==> src/rtl/traffic_conflict_monitor.sv <==
`default_nettype none
// ============================================================================
// Module   : traffic_conflict_monitor
// Purpose  : Safety monitor placed between an intersection controller and the
//            field lamps. It samples both roads' {R,Y,G} drives every cycle
//            and checks them for:
//              - bad encoding
//              - conflicts
//              - illegal transitions
//              - short yellow
//              - over-long dwell
//            On a violation it latches the cause and flashes both roads red
//            until an operator clears the fault.
// Ports    : clk         - system clock, rising edge
//            reset       - synchronous reset, active low
//            light_main  - main-road lamp drive {R,Y,G}
//            light_side  - side-road lamp drive {R,Y,G}
//            fault_clear - one-cycle operator request to leave fault mode
//            safe_main   - main-road lamp drive to field
//            safe_side   - side-road lamp drive to field
//            fault       - high while in fault mode
//            fault_code  - latched fault cause (0 none, 1..5)
//            fault_cnt   - saturating count of fault entries since reset
// Revision : 1.0 - initial release
// ============================================================================
module traffic_conflict_monitor #(
  parameter logic [31:0] MIN_YELLOW = 32'd150000000,
  parameter logic [31:0] MAX_PHASE  = 32'd3600000000,
  parameter logic [31:0] FLASH_HALF = 32'd25000000
) (
  input  logic       clk,
  input  logic       reset,
  input  logic [2:0] light_main,
  input  logic [2:0] light_side,
  input  logic       fault_clear,
  output logic [2:0] safe_main,
  output logic [2:0] safe_side,
  output logic       fault,
  output logic [2:0] fault_code,
  output logic [7:0] fault_cnt
);

  localparam logic [2:0]  LAMP_R    = 3'b100;
  localparam logic [2:0]  LAMP_Y    = 3'b010;
  localparam logic [2:0]  LAMP_G    = 3'b001;
  localparam logic [2:0]  LAMP_OFF  = 3'b000;
  localparam logic [31:0] DWELL_MAX = 32'hFFFF_FFFF;

  typedef enum logic [1:0] {
    ST_ARMING  = 2'd0,
    ST_MONITOR = 2'd1,
    ST_FAULT   = 2'd2
  } state_t;

  state_t      state_q, state_d;
  logic [2:0]  main_s_q, main_s_d, side_s_q, side_s_d;
  logic [2:0]  main_p_q, main_p_d, side_p_q, side_p_d;
  logic [31:0] main_dwell_q, main_dwell_d, side_dwell_q, side_dwell_d;
  logic        main_ylw_short_q, main_ylw_short_d;
  logic        side_ylw_short_q, side_ylw_short_d;
  logic [31:0] flash_cnt_q, flash_cnt_d;
  logic        flash_off_q, flash_off_d;
  logic [2:0]  fault_code_q, fault_code_d;
  logic [7:0]  fault_cnt_q, fault_cnt_d;

  function automatic logic is_onehot(input logic [2:0] v);
    return (v == LAMP_R) || (v == LAMP_Y) || (v == LAMP_G);
  endfunction

  function automatic logic step_ok(input logic [2:0] prv, input logic [2:0] cur);
    return (prv == cur) ||
           ((prv == LAMP_G) && (cur == LAMP_Y)) ||
           ((prv == LAMP_Y) && (cur == LAMP_R)) ||
           ((prv == LAMP_R) && (cur == LAMP_G));
  endfunction

  logic       enc_bad, conflict, trans_bad, ylw_bad, dwell_bad;
  logic [2:0] viol_code;
  logic       leave_fault;

  assign enc_bad   = !is_onehot(main_s_q) || !is_onehot(side_s_q);
  assign conflict  = (main_s_q != LAMP_R) && (side_s_q != LAMP_R);
  assign trans_bad = !step_ok(main_p_q, main_s_q) || !step_ok(side_p_q, side_s_q);
  // The short-yellow flags describe the yellow run that has just ended, so
  // they are only meaningful together with a Y->R change on that road.
  assign ylw_bad   = ((main_p_q == LAMP_Y) && (main_s_q == LAMP_R) && main_ylw_short_q) ||
                     ((side_p_q == LAMP_Y) && (side_s_q == LAMP_R) && side_ylw_short_q);
  assign dwell_bad = (main_dwell_q >= MAX_PHASE) || (side_dwell_q >= MAX_PHASE);

  // Lowest-numbered active code; transition, yellow and dwell checks apply
  // only once armed.
  always_comb begin
    viol_code = 3'd0;
    if (enc_bad) begin
      viol_code = 3'd1;
    end else if (conflict) begin
      viol_code = 3'd2;
    end else if (state_q == ST_MONITOR) begin
      if (trans_bad)      viol_code = 3'd3;
      else if (ylw_bad)   viol_code = 3'd4;
      else if (dwell_bad) viol_code = 3'd5;
    end
  end

  // Next-state, fault bookkeeping and flash timing
  always_comb begin
    state_d      = state_q;
    fault_code_d = fault_code_q;
    fault_cnt_d  = fault_cnt_q;
    flash_cnt_d  = flash_cnt_q;
    flash_off_d  = flash_off_q;
    leave_fault  = 1'b0;
    case (state_q)
      ST_ARMING, ST_MONITOR: begin
        if (viol_code != 3'd0) begin
          state_d      = ST_FAULT;
          fault_code_d = viol_code;
          fault_cnt_d  = (fault_cnt_q == 8'hFF) ? 8'hFF : fault_cnt_q + 8'd1;
          flash_cnt_d  = 32'd0;
          flash_off_d  = 1'b0;
        end else begin
          state_d = ST_MONITOR;
        end
      end
      ST_FAULT: begin
        // viol_code only reflects codes 1/2 here, so zero means clearable.
        if (fault_clear && (viol_code == 3'd0)) begin
          state_d      = ST_ARMING;
          fault_code_d = 3'd0;
          leave_fault  = 1'b1;
        end else if (flash_cnt_q >= FLASH_HALF - 32'd1) begin
          flash_cnt_d = 32'd0;
          flash_off_d = !flash_off_q;
        end else begin
          flash_cnt_d = flash_cnt_q + 32'd1;
        end
      end
      default: state_d = ST_ARMING;
    endcase
  end

  // Sampling, previous copies and dwell tracking
  always_comb begin
    main_s_d         = light_main;
    side_s_d         = light_side;
    main_p_d         = main_s_q;
    side_p_d         = side_s_q;
    main_ylw_short_d = (main_s_q == LAMP_Y) && (main_dwell_q < MIN_YELLOW);
    side_ylw_short_d = (side_s_q == LAMP_Y) && (side_dwell_q < MIN_YELLOW);
    if (leave_fault || (light_main != main_s_q)) main_dwell_d = 32'd1;
    else if (main_dwell_q == DWELL_MAX)          main_dwell_d = DWELL_MAX;
    else                                         main_dwell_d = main_dwell_q + 32'd1;
    if (leave_fault || (light_side != side_s_q)) side_dwell_d = 32'd1;
    else if (side_dwell_q == DWELL_MAX)          side_dwell_d = DWELL_MAX;
    else                                         side_dwell_d = side_dwell_q + 32'd1;
  end

  always_ff @(posedge clk) begin
    if (!reset) begin
      state_q          <= ST_ARMING;
      main_s_q         <= LAMP_R;
      side_s_q         <= LAMP_R;
      main_p_q         <= LAMP_R;
      side_p_q         <= LAMP_R;
      main_dwell_q     <= 32'd0;
      side_dwell_q     <= 32'd0;
      main_ylw_short_q <= 1'b0;
      side_ylw_short_q <= 1'b0;
      flash_cnt_q      <= 32'd0;
      flash_off_q      <= 1'b0;
      fault_code_q     <= 3'd0;
      fault_cnt_q      <= 8'd0;
    end else begin
      state_q          <= state_d;
      main_s_q         <= main_s_d;
      side_s_q         <= side_s_d;
      main_p_q         <= main_p_d;
      side_p_q         <= side_p_d;
      main_dwell_q     <= main_dwell_d;
      side_dwell_q     <= side_dwell_d;
      main_ylw_short_q <= main_ylw_short_d;
      side_ylw_short_q <= side_ylw_short_d;
      flash_cnt_q      <= flash_cnt_d;
      flash_off_q      <= flash_off_d;
      fault_code_q     <= fault_code_d;
      fault_cnt_q      <= fault_cnt_d;
    end
  end

  assign fault      = (state_q == ST_FAULT);
  assign safe_main  = fault ? (flash_off_q ? LAMP_OFF : LAMP_R) : main_s_q;
  assign safe_side  = fault ? (flash_off_q ? LAMP_OFF : LAMP_R) : side_s_q;
  assign fault_code = fault_code_q;
  assign fault_cnt  = fault_cnt_q;

endmodule
`default_nettype wire

==> config.mk <==
export PLATFORM = sky130hd
export DESIGN_NAME = traffic_conflict_monitor
export DESIGN_NICKNAME = d
export VERILOG_FILES = /design/src/rtl/traffic_conflict_monitor.sv
export SDC_FILE = /design/constraint.sdc
export NUM_CORES = 1
export LEC_CHECK = 0
export BUFFER_PORTS_ARGS = -buffer_cell sky130_fd_sc_hd__buf_2
export CAP_MARGIN = 20
export CORE_UTILIZATION = 50
export CTS_CLUSTER_DIAMETER = 50
export CTS_CLUSTER_SIZE = 8
export DETAILED_ROUTE_END_ITERATION = 16
export PLACE_DENSITY = 0.69
export RECOVER_POWER = 50
export SYNTH_ARGS = -nofsm -noshare
export SYNTH_HDL_FRONTEND = slang
export SYNTH_SLANG_ARGS = --single-unit
==> constraint.sdc <==
create_clock -name clk -period 7.43 [get_ports clk]
set_clock_uncertainty 0.05 [all_clocks]
set_input_delay 0.743 -clock clk [delete_from_list [all_inputs] [get_ports clk]]
set_output_delay 0.743 -clock clk [all_outputs]
set_load 0.05 [all_outputs]
==> out/qor.tcl <==
set qor(count_of_inserted_antenna_diode_cells) 0
set qor(max_cap_violations) 0
set qor(stage_delay_of_the_slowest_cell_on_the_critical_path_ps) 760
set qor(synthMostInstantiatedCell) {dfxtp_1}
set qor(fin_crit_ps) 4420
set qor(cts_tree) {yes}
set qor(postRouteAntennaNets) 0
set qor(cts_buffers) 17
set qor(clkPwrFrac_pct) 50.5
set qor(p_sw_mw) 0.392
set qor(r2r.worst_path.cells) 10
set qor(critPathCaptureType) {flop}
set qor(synthTopCellsByCount) {dfxtp_1, a21oi_1, nand2_1, nor2_1, nand3_1}
set qor(die-area_um2) 12900
set qor(timing.critical_path.from_type) {flop}
set qor(vdd_drop_max_uv) 143
set qor(cellInternalPower_mw) 1.27
set qor(yosys_most_used_dff) {dfxtp_1}
set qor(setup_viol) 0
set qor(grt_overflow) 0
set qor(gr-usage-all-layers_pct) 22.7
set qor(yosys.area.top_type) {dfxtp_1}
set qor(synth-seq-cells) 124
set qor(finalSetupTns_ps) 0
set qor(hold_viol_final) 0
set qor(firstDrtPassIters) 5
set qor(clockRootBuffer) {clkbuf_16}
set qor(grt_max_degree) 32
set qor(synth.area.top_cells) {dfxtp_1, a21oi_1, xor2_1}
set qor(power_per_standard_cell_area_nw_per_um2) 238
set qor(final_slew_violations) 0
set qor(combPwrFrac_pct) 7.9
set qor(drt-vias-per-instance) 5.70
set qor(hold_depth) 2
set qor(mappedNetlistNets) 773
set qor(netlist_area_um2) 6220
set qor(critical_path_arrival_ps) 4720
set qor(synthDominantCellAreaShare_pct) 39.9
set qor(initial_core_util_pct) 51.6
set qor(crit_path_top_delay_cell) {and2_0}
set qor(antenna_violations_before_repair) 0
set qor(r2r-start) {side_p_d[2]}
set qor(layout.nets) 782
set qor(sequentialPowerShare_pct) 41.6
set qor(ys_seq_area_share_pct) 39.9
set qor(first_pass_grt_wire_length_um) 23700
set qor(tightestPinTransition_ps) 1370
set qor(clock_tree.buffer_depth) 2
set qor(unrepaired_setup_endpoints_after_global_routing) {no}
set qor(final_layout_size_suffix_gt1_share_pct) 5.77
set qor(via_count) 5399
set qor(drc) 0
set qor(hold_path.class) {reg -> reg}
set qor(hold_path_end) {fault_code[2]}
set qor(hold_path_startpoint) {fault_code[2]}
set qor(placement_rows) 40
set qor(totalPowerFinal_mw) 1.67
set qor(clock_insertion_delay_worst_skew_ps) 410
set qor(slew_headroom_pct) 8.91
set qor(r2r_end) {flash_cnt_q[18]}
set qor(syn-mean-instance-area_um2) 8.21
set qor(achievable-frequency_ghz) 0.226
set qor(core-area_um2) 12100
set qor(synth.lib_cells_used.distinct) 70
set qor(gpl.final_weighted_congestion) 0.809
set qor(numClockSinks) 124
set qor(async_set_or_reset_register_ratio_after_synthesis_pct) 0
set qor(synthesis.yosys.warnings) 0
set qor(postCtsSetupBuffers) 0
set qor(maximum_net_fanout_on_the_critical_path) 17
set qor(finalCoreUtilization_pct) 58.1
set qor(cts_repair_resize_count) 0
set qor(synthesized_netlist_cell_count) 758
set qor(total_leakage_power_nw) 2.37
set qor(clock_pin_slew_of_the_registers_on_the_worst_case_setup_and_hold_paths_ps) 50
set qor(worst_ep_required_time_ps) 7730
set qor(total_of_hold_buffers_inserted_after_clock_tree_synthesis) 0
set qor(timing.setup.critical_path_class) {reg -> reg}
set qor(place.detailed.hpwl_um) 9170
set qor(cts_max_level) 4
set qor(synth-edff-count) 0
set qor(routed_wl_um) 13900
set qor(io_buffer_count) 26
set qor(cp_cell_sequence) {nor4bb_1 -> a31oi_1 -> o31ai_1 -> o21a_1 -> a21boi_0 -> clkbuf_1 -> and2_0 -> o21ai_0 -> buf_4 -> nor2_1}
set qor(power.switching_fraction_pct) 23.5
set qor(detailedRoute.firstIterationViolations) 450
set qor(fin_crit_sh_pct) 59.6
set qor(route.detailed.wl_per_inst_um) 14.6
set qor(chipHeight_um) 114
set qor(outcome) {finished clean}
set qor(die_x_um) 114
set qor(r2r_slack_ps) 3010
set qor(flow.area_growth_from_synthesis_pct) 12.6
set qor(io-pin-count) 27
set qor(first_global_vias) 5064
==> area by class of cell <==
type                            instances  area (um^2)
Timing Repair Buffer                   29          133
Inverter                               22         82.6
Multi-Input combinational cell        573         3500
Clock buffer                           25          495
Clock inverter                          7          110
Sequential cell                       124         2480
Fill cell                            1109         5050
Tap cell                              168          210
==> layout by cell type, fill, tap and decap left out, types with 7 or more instances in the layout <==
cell       netlist  routed
xnor2_1         35      35
nor4bb_1         7       7
xor2_1          43      43
clkbuf_1        31      24
or3_1            8       8
o21ai_0         12      14
clkbuf_16        0      17
inv_1           22      22
nor4_1          10      10
nor2_1          61      61
nor3_1          21      21
and3_1          28      28
and2_1          12       8
a21oi_1         87      87
a211oi_1        10      10
dfxtp_1        124     124
nand4_1         18      18
nand3_1         47      47
nand2_1         69      69
buf_2            3       7
==> cell families after synthesis <==
family | share of synthesized area (%)
AO/OA/AOI/OAI | 17.0
AND/OR/NAND/NOR | 26.9
buffers and inverters | 3.86
XOR/XNOR | 11.0
multiplexers | 0.161
adder cells (fa/ha/maj) | 1.21
flip-flops | 39.9
==> critical path, delay by kind of cell, from the launching register on <==
family	cells	cell delay (ps)
DFF	1	610
AOI/OAI and AO/OA	5	1560
buffers and inverters	2	910
and+or+nand+nor	3	1240
==> sequential cells by signal, indices dropped and copies added, names as in the netlist <==
name              flops
state_q               2
flash_off_q           1
fault_cnt             8
side_p_q              3
side_dwell_q         32
side_ylw_short_q      1
fault_code            3
side_p_d              3
main_p_q              3
main_ylw_short_q      1
main_dwell_q         32
flash_cnt_q          32
main_p_d              3
==> worst max path at each step <==
stage | startpoint | end | depth (start not counted)
after floorplan | state_q[1] | safe_main[2] | 3
after global placement | side_dwell_q[19] | flash_cnt_q[27] | 9
after detailed placement | side_p_d[1] | side_dwell_q[31] | 7
after CTS | side_p_d[2] | flash_cnt_q[18] | 10
after global routing | side_p_d[2] | flash_cnt_q[28] | 10
final | side_p_d[2] | flash_cnt_q[18] | 10
==> routing by layer <==
layer  part of all wire [%]  routed length, um  global-route usage [%]
met1                     48               6640                    29.4
met2                     47               6550                    37.2
met3                    3.7                514                    5.21
met4                    1.2                173                    8.25
met5                      0                  0                       0
==> power groups by stage <==
stage	clock network (mW)	registers (mW)	logic, mW
2_1_floorplan	0	0.708	0.101
3_3_place_gp	0	0.704	0.133
3_5_place_dp	0	0.706	0.135
4_1_cts	0.855	0.692	0.136
5_1_grt	0.890	0.694	0.145
6_report	0.841	0.692	0.132
==> stage by stage <==
stage	hold slack, ps	cells	instance area (um^2)	worst slack, ps
6_report	408	948	7010	3010
3_5_place_dp	398	915	6420	4290
3_3_place_gp	388	915	6420	4380
5_1_grt	419	948	7010	2600
4_1_cts	406	947	7030	4250
2_1_floorplan	389	758	6220	4850
Note: power is estimated with default switching activity, not from simulation.
